$ cat config.mk
export PLATFORM = sky130hd
export DESIGN_NAME = aes_word_feeder_flat
export DESIGN_NICKNAME = d
export VERILOG_FILES = /design/src/rtl/aes_word_feeder_if.sv /design/src/rtl/aes_word_feeder.sv /design/src/flat_wrapper.sv
export SDC_FILE = /design/constraint.sdc
export NUM_CORES = 1
export LEC_CHECK = 0
export ABC_AREA = 1
export CORE_AREA = 2 2 312 314
export DETAILED_ROUTE_END_ITERATION = 10
export DIE_AREA = 0 0 314 316
export PLACE_DENSITY = 0.42
export SLEW_MARGIN = 10
export SYNTH_ARGS = -nofsm -noshare
export SYNTH_HDL_FRONTEND = slang
export SYNTH_SLANG_ARGS = --single-unit
$ cat constraint.sdc
create_clock -name clk -period 2.73 [get_ports clk]
set_input_delay 0.546 -clock clk [delete_from_list [all_inputs] [get_ports clk]]
set_output_delay 0.546 -clock clk [all_outputs]
set_load 0.02 [all_outputs]
$ cat src/rtl/aes_word_feeder_if.sv
// aes_word_feeder_if: word bus, result port, status and cipher-core signals of the word feeder.
// The feeder is the slave side. The bus master and the cipher core sit on the master side.
interface aes_word_feeder_if;
    logic         in_valid;
    logic         in_ready;
    logic         in_sel;
    logic [31:0]  in_word;
    logic         key_valid;
    logic         err_nokey;
    logic [127:0] cipher_datain;
    logic [127:0] cipher_key;
    logic [127:0] cipher_dataout;
    logic         out_valid;
    logic         out_ready;
    logic [127:0] out_block;
    modport slave (
        input  in_valid, in_sel, in_word, cipher_dataout, out_ready,
        output in_ready, key_valid, err_nokey, cipher_datain, cipher_key, out_valid, out_block
    );
    modport master (
        output in_valid, in_sel, in_word, cipher_dataout, out_ready,
        input  in_ready, key_valid, err_nokey, cipher_datain, cipher_key, out_valid, out_block
    );
endinterface

$ cat src/rtl/aes_word_feeder.sv
// aes_word_feeder: assembles 32-bit key/plaintext words for a combinational AES-128 core.
// It holds the core inputs for SETTLE_CYCLES clocks, then captures the result and offers it on a valid/ready port.
module aes_word_feeder #(
    parameter int SETTLE_CYCLES = 2
) (
    input  logic              clk,
    input  logic              rst,
    aes_word_feeder_if.slave  bus
);
    typedef enum logic [1:0] {LOAD, WAIT, OUT} state_t;
    state_t       r_state, w_next;
    logic [95:0]  r_ksreg, r_dsreg;
    logic [1:0]   r_kcnt, r_dcnt;
    logic [3:0]   r_wcnt;
    logic         r_in_ready, r_key_valid, r_err, r_out_valid;
    logic [127:0] r_key, r_datain, r_block;
    logic         w_acc, w_key_acc, w_dat_acc, w_launch, w_capture, w_handshake;
    assign w_acc       = bus.in_valid & r_in_ready;
    assign w_key_acc   = w_acc & bus.in_sel;
    assign w_dat_acc   = w_acc & ~bus.in_sel & r_key_valid;
    assign w_launch    = w_dat_acc & (r_dcnt == 2'd3);
    assign w_capture   = (r_state == WAIT) & (r_wcnt == 4'd1);
    assign w_handshake = r_out_valid & bus.out_ready;
    // in_ready is only ever high in LOAD, so launch, capture and handshake are mutually exclusive
    always_comb begin
        w_next = r_state;
        w_next = w_launch ? WAIT : w_capture ? OUT : w_handshake ? LOAD : r_state;
    end
    always_ff @(posedge clk) begin
        if (rst) r_state <= LOAD;
        else     r_state <= w_next;
    end
    always_ff @(posedge clk) begin
        if (rst) begin
            r_in_ready  <= 1'b0;
            r_key_valid <= 1'b0;
            r_err       <= 1'b0;
            r_out_valid <= 1'b0;
            r_ksreg     <= '0;
            r_dsreg     <= '0;
            r_kcnt      <= '0;
            r_dcnt      <= '0;
            r_wcnt      <= '0;
            r_key       <= '0;
            r_datain    <= '0;
            r_block     <= '0;
        end else begin
            r_in_ready <= (w_next == LOAD);
            r_err      <= w_acc & ~bus.in_sel & ~r_key_valid;
            if (w_key_acc) begin
                r_ksreg <= {r_ksreg[63:0], bus.in_word};
                r_kcnt  <= r_kcnt + 2'd1;
                if (r_kcnt == 2'd3) begin
                    r_key       <= {r_ksreg, bus.in_word};
                    r_key_valid <= 1'b1;
                end
            end
            if (w_dat_acc) begin
                r_dsreg <= {r_dsreg[63:0], bus.in_word};
                r_dcnt  <= r_dcnt + 2'd1;
                if (w_launch) r_datain <= {r_dsreg, bus.in_word};
            end
            if (w_launch)              r_wcnt <= 4'(SETTLE_CYCLES);
            else if (r_state == WAIT)  r_wcnt <= r_wcnt - 4'd1;
            if (w_capture) begin
                r_block     <= bus.cipher_dataout;
                r_out_valid <= 1'b1;
            end else if (w_handshake) begin
                r_out_valid <= 1'b0;
            end
        end
    end
    assign bus.in_ready      = r_in_ready;
    assign bus.key_valid     = r_key_valid;
    assign bus.err_nokey     = r_err;
    assign bus.cipher_key    = r_key;
    assign bus.cipher_datain = r_datain;
    assign bus.out_valid     = r_out_valid;
    assign bus.out_block     = r_block;
endmodule
$ cat src/flat_wrapper.sv
// flat-port wrapper written by rule: the top's interface ports become plain ports
module aes_word_feeder_flat 
#(
    parameter int SETTLE_CYCLES = 2
)
  (clk, rst, bus_in_valid, bus_in_sel, bus_in_word, bus_cipher_dataout, bus_out_ready, bus_in_ready, bus_key_valid, bus_err_nokey, bus_cipher_datain, bus_cipher_key, bus_out_valid, bus_out_block);
  aes_word_feeder_if bus_i ();
  input  logic clk;
  input  logic rst;
  input wire logic [$bits(bus_i.in_valid)-1:0] bus_in_valid;
  input wire logic [$bits(bus_i.in_sel)-1:0] bus_in_sel;
  input wire logic [$bits(bus_i.in_word)-1:0] bus_in_word;
  input wire logic [$bits(bus_i.cipher_dataout)-1:0] bus_cipher_dataout;
  input wire logic [$bits(bus_i.out_ready)-1:0] bus_out_ready;
  output wire logic [$bits(bus_i.in_ready)-1:0] bus_in_ready;
  output wire logic [$bits(bus_i.key_valid)-1:0] bus_key_valid;
  output wire logic [$bits(bus_i.err_nokey)-1:0] bus_err_nokey;
  output wire logic [$bits(bus_i.cipher_datain)-1:0] bus_cipher_datain;
  output wire logic [$bits(bus_i.cipher_key)-1:0] bus_cipher_key;
  output wire logic [$bits(bus_i.out_valid)-1:0] bus_out_valid;
  output wire logic [$bits(bus_i.out_block)-1:0] bus_out_block;
  assign bus_i.in_valid = bus_in_valid;
  assign bus_i.in_sel = bus_in_sel;
  assign bus_i.in_word = bus_in_word;
  assign bus_i.cipher_dataout = bus_cipher_dataout;
  assign bus_i.out_ready = bus_out_ready;
  assign bus_in_ready = bus_i.in_ready;
  assign bus_key_valid = bus_i.key_valid;
  assign bus_err_nokey = bus_i.err_nokey;
  assign bus_cipher_datain = bus_i.cipher_datain;
  assign bus_cipher_key = bus_i.cipher_key;
  assign bus_out_valid = bus_i.out_valid;
  assign bus_out_block = bus_i.out_block;
  aes_word_feeder #(.SETTLE_CYCLES(SETTLE_CYCLES)) u_core (.clk(clk), .rst(rst), .bus(bus_i));
endmodule
==> impl_metrics.csv <==
group,metric,value,unit
power,ir_worst_vdd,349,uV
die,core_area,96000,um2
timing,hold_ws,0.431,ns
status,status,"complete, no violations",
setup_path,cp_data_arrival_time,1.96,ns
synth,synth_top_cell_by_area,"dfxtp_1",
final_layout,multiInputGateArea,8070,um2
route,vias,19800,
timing,finalHoldViolCount,0,
clock_network,clock_latency,0.62,ns
final_layout,fin_area,31200,um2
clock_network,tritoncts,"done",
route,viasPerCell,4.18,
timing,layout_setup_ws,0.225,ns
synth,synth-edff-count,0,
timing,relSlewSlack,50.1,%
synth,yosys.cell_types.count,20,
final_layout,syn2layout_area_growth,43.1,%
setup_path,slowest_stage,"clkdlybuf4s50_1",
power,powerDensity,609,nW/um2
global_routing,antenna_found_initial,5,
place,gp_congestion,0.784,
timing,skew,0.0258,ns
synth,synthTopCellsByCount,"nor2_1 (599), dfxtp_1 (590), nand2_1 (498), nand3_1 (282), inv_1 (272)",
clock_network,clock-sinks,590,
timing,rsz0062_at_grt,"false",
run,drv_cap,0,
clock_network,cts_buffers,72,
timing,timing.fmax,0.399,GHz
route,drt-initial-drc-count,1146,
timing,finalCritPeriodShare,91.7,%
clock_network,post_cts_buffers,0,
setup_path,critPathMaxStageDelay,0.74,ns
global_routing,gr-total-overflow,0,
power,p_leak,11.9,nW
die,die-area,99200,um2
global_routing,grtUsageTotal,15.9,%
global_routing,grt_max_degree,95,
setup_path,startpoint_type,"register",
global_routing,grt_pass1_vias,18800,
final_layout,nNetsFinal,3591,
final_layout,diodes,0,
setup_path,path_max_fanout,5,
timing,drv_slew,0,
synth,yosys-top-cells-area,"dfxtp_1 (54%), nor2_1 (10%), nand2_1 (8.6%)",
hold_path,hold_path.class,"in -> reg",
route,routed_wirelength,81400,um
global_routing,grtUsageMet1,20.4,%
route,drt_pre_antenna_iters,5,
clock_network,cts_resized,0,
clock_network,htree_levels,3,
synth,syn_area_per_cell,7.42,um2
synth,synth_cells,2940,
setup_path,path_buf_inv,1,
die,die_x,314,um
final_layout,fillers,10300,
route,routedWlPerCell,17.2,um
clock_network,cts_root_buffer,"clkbuf_16",
timing,fin_tns_setup,0,ns
setup_path,cp_cell_sequence,"clkdlybuf4s50_1",
synth,yosysWarningCount,0,
final_layout,regArea,11800,um2
place,io_buffers,552,
route,route.detailed.drc,0,
global_routing,grtUsageMet2,26.4,%
synth,netlist_area,21800,um2
final_layout,drive_above_1_share,5.62,%
final_layout,final_util,32.5,%
setup_path,end_kind,"primary output",
global_routing,grt.met3_usage,3.64,%
synth,synth_async_sr_flop_share,0,%
timing,fin_crit,2.50,ns
clock_network,cts_hold_buf,0,
timing,tightest_slew,0.748,ns
global_routing,grt_pass1_wl,121000,um
synth,syn-num-nets,3109,
setup_path,cp.required,2.18,ns
synth,yosysTopAreaCellShare,54.1,%
global_routing,top_usage_layer,"met2",
synth,yosysMostFrequentCell,"nor2_1",
setup_path,critical-path-top-delay-family,"buffers and inverters",
timing,setup_violations,0,
die,rows,114,
synth,synth_flop_cell,"dfxtp_1",
synth,ys_ff_latch,590,
die,die_h,316,um
die,io_pins,553,
clock_network,cts_max_path_buffers,3,
place,dp.final_hpwl,57300,um
place,pre_cts_slack,0.295,ns
synth,ys_seq_area_share,54.1,%
die,start_util,22.7,%
clock_network,clkTransAtPathRegs,0.06,ns
route,ant_nets,0,
setup_path,worstSetupPathType,"reg -> out",
place,place_area,28900,um2
[state kept, by name (all words and copies together) (netlist names), 2 cells and up]
signal                    count
u_core.r_dcnt                 2
u_core.bus.cipher_datain    128
u_core.r_dsreg               96
u_core.bus.out_block        128
u_core.bus.cipher_key       128
u_core.r_state                2
u_core.r_kcnt                 2
u_core.r_wcnt                 4
u_core.r_ksreg               96
[where the power goes]
group          switching [mW]  internal [mW]  total (mW)
registers              0.0706           8.69        8.76
logic                   0.486          0.392       0.878
clock network            3.84           5.53        9.37
total                    4.39           14.6        19.0
[worst reg2reg max path: cells and delay by family (launching register included)]
| family | cells | cell delay (ns) |
|---|---|---|
| AOI/OAI and AO/OA | 1 | 0.24 |
| buffers and inverters | 2 | 0.49 |
| DFF | 1 | 0.61 |
| and+or+nand+nor | 2 | 0.46 |
[metal layers]
| layer | vias up | wire (um) |
|---|---|---|
| li1 | 10200 | - |
| met4 | 8 | 1830 |
| met5 | - | 55 |
| met2 | 495 | 38300 |
| met3 | 107 | 4790 |
| met1 | 9024 | 36400 |
[placed cells by master (no fill, tap or decap), drive strengths merged]
| master | synthesis | layout |
|---|---|---|
| xor2 | 2 | 2 |
| clkbuf | 102 | 106 |
| bufinv | 0 | 1 |
| clkinvlp | 0 | 4 |
| a21oi | 202 | 202 |
| buf | 119 | 78 |
| nand3b | 1 | 1 |
| nor4 | 1 | 1 |
| o21ai | 226 | 226 |
| nor2 | 599 | 599 |
| ha | 4 | 4 |
| clkinv | 1 | 8 |
| dfxtp | 590 | 590 |
| inv | 272 | 275 |
| clkdlybuf4s50 | 0 | 551 |
| nand4 | 41 | 41 |
| nand2 | 498 | 498 |
| nand3 | 282 | 282 |
[logic make-up (layout without fill, tap and decap cells)]
kind of cell    after synthesis  after routing  synth area share (%)
compound gates              428            428                  9.82
xor+xnor                      2              2                0.0803
fa+ha+maj                     4              4                 0.229
buf+inv                     494           1023                  9.15
flops                       590            590                  54.1
simple gates               1422           1422                  26.6
[path summary, 6_finish.rpt]
kind,startpoint,end,slack (ns),cells after the start
worst min-delay path,rst,u_core.bus.cipher_datain[2]$_SDFFE_PP0P_,0.43,4
worst max register to register,u_core.bus.in_ready$_SDFF_PP0_,u_core.bus.cipher_key[117]$_SDFFE_PP0P_,0.79,5
worst max-delay path,u_core.bus.in_ready$_SDFF_PP0_,bus_in_ready,0.23,1
worst min register to register,u_core.r_ksreg[90]$_SDFFE_PP0P_,u_core.r_ksreg[90]$_SDFFE_PP0P_,0.44,2
[final cells by class]
cell class | instances | share of cell area, %
clock buffer | 106 | 6.89
timing repair buffer | 629 | 20.6
tap | 1276 | 5.11
inverter | 273 | 3.31
clock inverter | 15 | 0.425
multi-input combinational | 1856 | 25.9
sequential | 590 | 37.8
[stage by stage]
stage	std cells	power, mW
after global placement	4624	9.84
after floorplan	2940	9.32
after CTS	4745	19.4
after detailed placement	4624	9.84
after global routing	4745	19.8
final	4745	19.0
Note: power is estimated with default switching activity, not from simulation.
